`config.mk`:
```
export PLATFORM = sky130hd
export DESIGN_NAME = track_multitap_correlator
export DESIGN_NICKNAME = d
export VERILOG_FILES = /design/src/rtl/track_multitap_correlator.sv
export SDC_FILE = /design/constraint.sdc
export NUM_CORES = 1
export LEC_CHECK = 0
export BUFFER_PORTS_ARGS = -buffer_cell sky130_fd_sc_hd__buf_2
export CAP_MARGIN = 10
export CORE_UTILIZATION = 54
export DETAILED_ROUTE_END_ITERATION = 10
export MAX_ROUTING_LAYER = met4
export PLACE_DENSITY_LB_ADDON = 0.25
export SKIP_LAST_GASP = 1
export SLEW_MARGIN = 20
export SYNTH_ARGS = -nofsm -noshare
export SYNTH_HDL_FRONTEND = slang
export SYNTH_SLANG_ARGS = --single-unit
export TNS_END_PERCENT = 10
```
`constraint.sdc`:
```
create_clock -name axis_aclk -period 21.2 [get_ports axis_aclk]
set_clock_uncertainty 0.2 [all_clocks]
set_input_delay 2.12 -clock axis_aclk [delete_from_list [all_inputs] [get_ports axis_aclk]]
set_output_delay 2.12 -clock axis_aclk [all_outputs]
set_load 0.02 [all_outputs]
```
`src/rtl/track_multitap_correlator.sv`:
```
// track_multitap_correlator
//
// Multi-tap code correlator for carrier-wiped complex baseband samples.
// NUM_TAPS code replicas are spaced TAP_SPACING valid samples apart. Tap 0 is
// the earliest replica and uses the incoming chip directly. Each tap
// accumulates +/-I and +/-Q over i_length valid samples. All taps are then
// dumped together into the o_i/o_q output registers.
//
// Ports:
//   axis_aclk      clock
//   axis_aresetn   synchronous reset, active-high (despite the name)
//   s_axis_tdata   {Q, I} signed samples, SAMPLE_W each
//   s_axis_tvalid  sample valid (always accepted)
//   i_code_chip    chip for tap 0 (0 => +1, 1 => -1)
//   i_length       samples per integration (0 treated as 1)
//   i_start        pulse: begin integration from IDLE/HOLD
//   i_continuous   level: re-arm after every dump without losing samples
//   i_stop         pulse: abort to IDLE (beats start and dump)
//   i_ack          pulse: host consumed the dump
//   o_i, o_q       dumped sums, tap k at [k*ACC_W +: ACC_W]
//   o_dump_valid   one-cycle pulse when o_i/o_q update
//   o_ready        dump pending until i_ack
//   o_overrun      sticky: dump while o_ready already set
//   o_busy         high while integrating
//   o_sat          (TRACK_CORR_SAT_EN only) some tap saturated, valid with dump
//
// Build option: define TRACK_CORR_SAT_EN for saturating accumulators and the
// o_sat port. Without it, the accumulators wrap in two's complement.
//
// state     | meaning
// ----------+---------------------------------------------------
// S_IDLE    | stopped, waiting for i_start
// S_INTEG   | accumulating valid samples
// S_HOLD    | single-shot dump done, waiting for i_start

module track_multitap_correlator #(
    parameter int SAMPLE_W    = 16,
    parameter int NUM_TAPS    = 3,
    parameter int TAP_SPACING = 2,
    parameter int ACC_W       = 32,
    parameter int LEN_W       = 32
) (
    input  logic                        axis_aclk,
    input  logic                        axis_aresetn,
    input  logic [2*SAMPLE_W-1:0]       s_axis_tdata,
    input  logic                        s_axis_tvalid,
    input  logic                        i_code_chip,
    input  logic [LEN_W-1:0]            i_length,
    input  logic                        i_start,
    input  logic                        i_continuous,
    input  logic                        i_stop,
    input  logic                        i_ack,
    output logic [NUM_TAPS*ACC_W-1:0]   o_i,
    output logic [NUM_TAPS*ACC_W-1:0]   o_q,
    output logic                        o_dump_valid,
    output logic                        o_ready,
    output logic                        o_overrun,
`ifdef TRACK_CORR_SAT_EN
    output logic                        o_sat,
`endif
    output logic                        o_busy
);

    localparam int HIST = (NUM_TAPS > 1) ? (NUM_TAPS - 1) * TAP_SPACING : 1;
`ifdef TRACK_CORR_SAT_EN
    // One guard bit so overflow is visible before clamping.
    localparam int SUM_W = ACC_W + 1;
    localparam logic signed [ACC_W-1:0] ACC_MAX = {1'b0, {(ACC_W-1){1'b1}}};
    localparam logic signed [ACC_W-1:0] ACC_MIN = {1'b1, {(ACC_W-1){1'b0}}};
`else
    localparam int SUM_W = ACC_W;
`endif

    typedef enum logic [1:0] {S_IDLE, S_INTEG, S_HOLD} state_t;

    state_t                    state, state_nx;
    logic [HIST-1:0]           dly;
    logic [HIST:0]             chips;
    logic signed [ACC_W-1:0]   acc_i [NUM_TAPS];
    logic signed [ACC_W-1:0]   acc_q [NUM_TAPS];
    logic signed [ACC_W-1:0]   nxt_i [NUM_TAPS];
    logic signed [ACC_W-1:0]   nxt_q [NUM_TAPS];
    logic [LEN_W-1:0]          cnt, cnt_inc, len_q, len_eff;
    logic                      dump_pend;
    logic                      entering, take, last;
    logic signed [SAMPLE_W-1:0] smp_i, smp_q;
    logic signed [SUM_W-1:0]   ext_i, ext_q;

    assign smp_i   = s_axis_tdata[SAMPLE_W-1:0];
    assign smp_q   = s_axis_tdata[2*SAMPLE_W-1:SAMPLE_W];
    assign ext_i   = SUM_W'(smp_i);
    assign ext_q   = SUM_W'(smp_q);

    // Bit 0 is the current chip, bit n the chip from n valid samples ago.
    assign chips   = {dly, i_code_chip};

    assign len_eff  = (i_length == '0) ? LEN_W'(1) : i_length;
    assign cnt_inc  = cnt + LEN_W'(1);
    assign entering = i_start && !i_stop && (state != S_INTEG);
    assign take     = s_axis_tvalid && !i_stop && (state == S_INTEG);
    assign last     = take && (cnt_inc >= len_q);
    assign o_busy   = (state == S_INTEG);

`ifdef TRACK_CORR_SAT_EN
    logic [NUM_TAPS-1:0] ovf;
    logic                sat_q;
`endif

    // After a dump the accumulator restarts from zero, so the first sample of
    // the next continuous integration lands on a zero base while the old
    // sums move into o_i/o_q on the same edge.
    for (genvar k = 0; k < NUM_TAPS; k++) begin : g_tap
        logic signed [SUM_W-1:0] base_i, base_q, sum_i, sum_q;
        assign base_i = dump_pend ? '0 : SUM_W'(acc_i[k]);
        assign base_q = dump_pend ? '0 : SUM_W'(acc_q[k]);
        assign sum_i  = base_i + (chips[k*TAP_SPACING] ? -ext_i : ext_i);
        assign sum_q  = base_q + (chips[k*TAP_SPACING] ? -ext_q : ext_q);
`ifdef TRACK_CORR_SAT_EN
        logic ovf_i, ovf_q;
        assign ovf_i    = sum_i[ACC_W] != sum_i[ACC_W-1];
        assign ovf_q    = sum_q[ACC_W] != sum_q[ACC_W-1];
        assign ovf[k]   = ovf_i | ovf_q;
        assign nxt_i[k] = ovf_i ? (sum_i[ACC_W] ? ACC_MIN : ACC_MAX) : sum_i[ACC_W-1:0];
        assign nxt_q[k] = ovf_q ? (sum_q[ACC_W] ? ACC_MIN : ACC_MAX) : sum_q[ACC_W-1:0];
`else
        assign nxt_i[k] = sum_i;
        assign nxt_q[k] = sum_q;
`endif
    end

    always_comb begin
        state_nx = state;
        if (i_stop) begin
            state_nx = S_IDLE;
        end else begin
            case (state)
                S_IDLE, S_HOLD: if (i_start) state_nx = S_INTEG;
                S_INTEG:        if (last && !i_continuous) state_nx = S_HOLD;
                default:        state_nx = S_IDLE;
            endcase
        end
    end

    always_ff @(posedge axis_aclk) begin
        if (axis_aresetn) begin
            state        <= S_IDLE;
            dly          <= '0;
            cnt          <= '0;
            len_q        <= '0;
            dump_pend    <= 1'b0;
            o_i          <= '0;
            o_q          <= '0;
            o_dump_valid <= 1'b0;
            o_ready      <= 1'b0;
            o_overrun    <= 1'b0;
            for (int k = 0; k < NUM_TAPS; k++) begin
                acc_i[k] <= '0;
                acc_q[k] <= '0;
            end
`ifdef TRACK_CORR_SAT_EN
            sat_q        <= 1'b0;
            o_sat        <= 1'b0;
`endif
        end else begin
            state        <= state_nx;
            o_dump_valid <= 1'b0;
            if (i_ack) o_ready <= 1'b0;

            if (i_stop) begin
                dump_pend <= 1'b0;
                cnt       <= '0;
                for (int k = 0; k < NUM_TAPS; k++) begin
                    acc_i[k] <= '0;
                    acc_q[k] <= '0;
                end
`ifdef TRACK_CORR_SAT_EN
                sat_q     <= 1'b0;
`endif
            end else begin
                dump_pend <= last;

                if (dump_pend) begin
                    for (int k = 0; k < NUM_TAPS; k++) begin
                        o_i[k*ACC_W +: ACC_W] <= acc_i[k];
                        o_q[k*ACC_W +: ACC_W] <= acc_q[k];
                    end
                    o_dump_valid <= 1'b1;
                    o_ready      <= 1'b1;
                    if (o_ready) o_overrun <= 1'b1;
`ifdef TRACK_CORR_SAT_EN
                    o_sat        <= sat_q;
`endif
                end

                if (entering) begin
                    cnt   <= '0;
                    dly   <= '0;
                    len_q <= len_eff;
                    for (int k = 0; k < NUM_TAPS; k++) begin
                        acc_i[k] <= '0;
                        acc_q[k] <= '0;
                    end
`ifdef TRACK_CORR_SAT_EN
                    sat_q <= 1'b0;
`endif
                    if (state == S_IDLE) o_overrun <= 1'b0;
                end else if (take) begin
                    dly <= chips[HIST-1:0];
                    cnt <= last ? '0 : cnt_inc;
                    if (last) len_q <= len_eff;
                    for (int k = 0; k < NUM_TAPS; k++) begin
                        acc_i[k] <= nxt_i[k];
                        acc_q[k] <= nxt_q[k];
                    end
`ifdef TRACK_CORR_SAT_EN
                    sat_q <= (sat_q & !dump_pend) | (|ovf);
`endif
                end else if (dump_pend) begin
                    for (int k = 0; k < NUM_TAPS; k++) begin
                        acc_i[k] <= '0;
                        acc_q[k] <= '0;
                    end
`ifdef TRACK_CORR_SAT_EN
                    sat_q <= 1'b0;
`endif
                end
            end
        end
    end

endmodule

```
Word-level counts from Yosys, hierarchy flattened. Memory sizes are Yosys's and may differ from the RTL's. Index checks and enable logic that the tools add are counted.

Register bits: 266. Memory bits (writable): 192. Input bits: 72. Output and inout bits: 196. Logic and storage cells: 144. Memories: 2.

Memories: acc_i (depth 3, width 32, read ports 3, clocked after memory_dff 0, wr ports 3, line 79) `logic signed [ACC_W-1:0] acc_i [NUM_TAPS];`; acc_q (depth 3, width 32, read ports 3, clocked after memory_dff 0, wr ports 3, line 80) `logic signed [ACC_W-1:0] acc_q [NUM_TAPS];`.

Add/sub/neg operators: 9. Magnitude comparators: 1. Equality and inequality tests: 5. Mux-type cells: 73. Bitwise gates (word level): 25. Reductions and logical operators: 19.

Operators by type and width (count): $mux 32 (41); $add 32x32->32 (6); $neg 16->32 (2); $add 32x1->32 const B (1); $ge 32x32->1 (1); $logic_not 32->1 (1); $mux 1 (27); $or 1x1->1 (24); $mux 4 (2); $logic_and 1x1->1 (6); $reduce_and 2->1 (3); $mux 2 (2); $ne 2x1->1 const B (2); $pmux 2 s2 (1); $reduce_bool 2->1 (2); $reduce_or 2->1 (2); $reduce_and 3->1 (1); $reduce_or 3->1 (1); $eq 2x1->1 const B (1); $eq 2x2->1 const B (1); $logic_not 1->1 (2); $logic_not 2->1 (1); $ne 2x2->1 const B (1); $not 1->1 (1).

Depth between registers and ports, before layout.
Depth in word-level cells: 10. Mapped depth: 22. Depth with buffers taken out: 20.

Least setup slack after synthesis. Ideal clock, no wire load.

Kind: input to register. Start point: input i_stop. End point: memory acc_i[0][0], enable pin. Setup time: 1.994 ns. Arrival: 7.207 ns. Required time: 19.006 ns. Path slack: 11.800 ns. Cell stages on the path: 6. Buffers on the path: 3. Cells stage by stage: clkbuf_1 > nand2b_1 > clkbuf_1 > clkbuf_1 > nor2_1 > nand3b_1.

RTL lines: start: declaration (line 51) `input logic i_stop,`; end: declaration (line 79).

==> summary.txt <==
STA
  – Unrepaired setup endpoints after global routing: false
  – Final hold vios: 0
  – Setup violators final: 0
  – F_max: between 100 and 150 MHz
  – Worst hold slack: 0.249 ns
  – Slew margin rel.: 28.4%
  – Fin crit period: ~7.3 ns
  – Final-report max-slew violation count: 0
  – Final Cycle Share: between 30% and 40%
  – Slew @ Worst Pin: 1.07 ns
  – Total negative slack: 0 ns

Critical path
  – Crit. Startpoint: s_axis_tdata[1]
  – Crit path required time: 21.35 ns
  – CP Cell Sequence: buf_2 -> inv_1 -> ha_1 -> nand2_1 -> or3_1 -> or3_1 -> or3_1 -> or3_1 -> nor2b_1 -> nor2_1 -> a21o_1 -> ha_1 -> and3_1 -> and3_1 -> nand2_1 -> or4b_2 -> and3_1 -> o21ai_0 -> a31oi_1 -> o21ai_0 -> nand3_1
  – Slowest cell on crit path: or4b_2
  – WP data arrival: 7.44 ns
  – Setup CP Type: primary input to flop
  – Worst reg2reg endpoint: acc_i[0][30]
  – Max FO, Critical Path: 12
  – Setup crit start kind: primary input
  – Worst r2r src: dump_pend
  – Crit. End Element: flop
  – Crit-path max cell delay: 0.70 ns
  – R2R Setup Slk: 16.05 ns
  – Path depth of the worst reg2reg path: 12
  – CP endpoint: acc_i[0][30]
  – Crit path top cell by count: or3_1

Job
  – Max Cap Violations: 0

Synth
  – Number of synthesized flops with an enable pin: 192
  – Post-synth top area cell: edfxtp_1
  – Async SR Flop Fraction: 0%
  – Cell Area, Synth: between 20000 and 30000 µm²
  – Synth Area per Inst: 8.32 µm²
  – Syn Nets: 3869
  – Yosys cell types: 68
  – Register area share after synthesis: 37.4%
  – Cells after Synth: approximately 3600
  – Commonest cells in the netlist: nand2_1 (624), a21oi_1 (403), nor2_1 (300)
  – Synth warn: 0
  – Synth area leaders: edfxtp_1 (19%), dfxtp_1 (18%), ha_1 (9.4%)
  – Top_reg_cell synth: dfxtp_1
  – Most common cell in the netlist: nand2_1
  – Number of synthesized register bits: around 460
  – Top cell type's share of synthesized area: 19.4%

Floorplanning
  – Row cnt: between 80 and 90
  – Core Region: 54000 µm²
  – Initial Util: 55.0%
  – Ports: ~270
  – Die ar.: approximately 56000 µm²
  – Chip width: 236 µm
  – Die Span Y: 236 µm

Global routing
  – Vias in the first global route: 23987
  – GRT Overall Usage: 29.4%
  – Pin count of the biggest net entering global routing: 193
  – Total grt overflow: 0
  – Antenna violations before repair: 2
  – First-pass GRT wire length: 130000 µm

Clocking
  – H-tree depth: 2
  – Hold buffer count at cts: 0
  – CTS tree: yes
  – Post-CTS setup buffers: 0
  – Post_cts resized: 0
  – Root Buffer: clkbuf_16
  – Worst-Skew Late Latency: 0.60 ns
  – # clock sinks: 458
  – Clk buf depth: 3
  – Clk slew on worst S/H paths: 0.06 ns
  – CTS Buf Count: 51

Finish
  – Multi-input logic area: 17700 µm²
  – Register area: 11100 µm²
  – Layout cells sized above 1: approximately 11%
  – Fillers: 4960
  – Post-route standard cell area excluding fillers: 33100 µm²
  – Fin nets: 4030
  – Non-filler cells, final: approximately 4500
  – P&R area growth vs syn: 11.5%

Detailed routing
  – Number of iterations in the first detailed-routing pass: 5
  – First DRT Iteration DRCs: around 2000
  – Routed WL per cell: 18.2 µm
  – Detail Route Antenna Nets: 0
  – Via density: 5.80
  – DRC errors left: 0
  – Drt total wl: just over 80000 µm
  – Vias: 25917

Power and ir drop
  – Power consumption: 0.00217 W
  – PwrDens: 65.4 nW/µm²
  – P_leak: between 10 and 15 nW
  – Peak VDD IR: 0.0618 mV

Placed design
  – Port bufs: 267
  – Placer Congestion: 0.940
  – Placed cell area: ~31000 µm²
  – Dpl hpwl: 56500 µm
  – Dpl cells: 4372

Min path
  – Hold Crit Class: flop to flop
  – Hold Crit Depth: 2

Run status
  – Result of the run: finished clean
## cells by family after synthesis
family / Yosys count / synth area share [%]
mux: 34 / 1.15
buf+inv: 255 / 3.29
flops: 458 / 37.4
compound gates: 863 / 17.8
xor+xnor: 259 / 7.64
fa+ha+maj: 229 / 9.80
simple gates: 1470 / 23.0
## layout make-up
type / count / area share (%)
multi-input combinational: 2855 / 53.4
sequential: 458 / 33.5
timing repair buffer: 299 / 4.85
clock buffer: 65 / 4.26
tap: 696 / 2.63
inverter: 64 / 0.725
clock inverter: 29 / 0.657
antenna: 2 / 0.0151
## per-stage QoR
step	util, %	worst slack, ns
after global placement	58.3	13.52
after detailed placement	58.3	13.42
after global routing	61.3	13.55
after floorplan	-	11.80
after CTS	61.3	14.04
final	61.3	13.91
## critical path: cells and delay by family
| family | cells | cell delay (ns) |
|---|---|---|
| AOI/OAI and AO/OA | 4 | 0.97 |
| buffers and inverters | 2 | 0.20 |
| adders and majority gates | 2 | 0.57 |
| and+or+nand+nor | 13 | 3.57 |
## worst min path at each step
| stage | slack [ns] | startpoint | end |
|---|---|---|---|
| after floorplan | 0.23 | dly[0] | dly[1] |
| after global placement | 0.23 | dly[0] | dly[1] |
| after detailed placement | 0.24 | dly[0] | dly[1] |
| after CTS | 0.25 | o_i[25] | o_i[25] |
| after global routing | 0.26 | dly[0] | dly[1] |
| final | 0.25 | o_i[1] | o_i[1] |
## state kept, by name, summed over array words and instances, names as in the netlist
register / flops
o_i: 96
o_ready: 1
acc_q: 96
state: 2
dump_pend: 1
o_q: 96
dly: 4
acc_i: 96
o_overrun: 1
cnt: 32
len_q: 32
o_dump_valid: 1
## cells in the final DEF, fill, tap and decap left out, types with 16 or more instances in the layout
cell type and instances:
o21bai_1 16, clkbuf_16 52, xor2_1 92, nor3_1 54, or3_1 33, nand2_1 623, nand2b_1 26, dfxtp_1 263
inv_1 64, o21ai_0 108, buf_2 266, xnor2_1 167, nor2b_1 209, ha_1 223, mux2i_1 34, a21oi_1 402
nor4_1 17, o21a_1 22, nand3_1 68, and3_1 38, buf_4 30, nor2_1 298, a21o_1 177, a31oi_1 19
edfxtp_1 192, nand4_1 29, a211oi_1 27
## per-layer routing
metal | wire length, µm | GRT usage [%]
met5 | 0 | -
met4 | 1570 | 7.32
met3 | 4810 | 3.74
met2 | 36000 | 44.2
met1 | 38800 | 41.8
## report_power, final
group / leakage, nW / switching [W] / internal, W
registers: 4.38 / 0.0000125 / 0.000937
logic: 9.62 / 0.000203 / 0.000135
clock network: 0.805 / 0.000381 / 0.000496
total: 14.8 / 0.000597 / 0.00157
No activity file was read; power rests on OpenSTA's default activity.
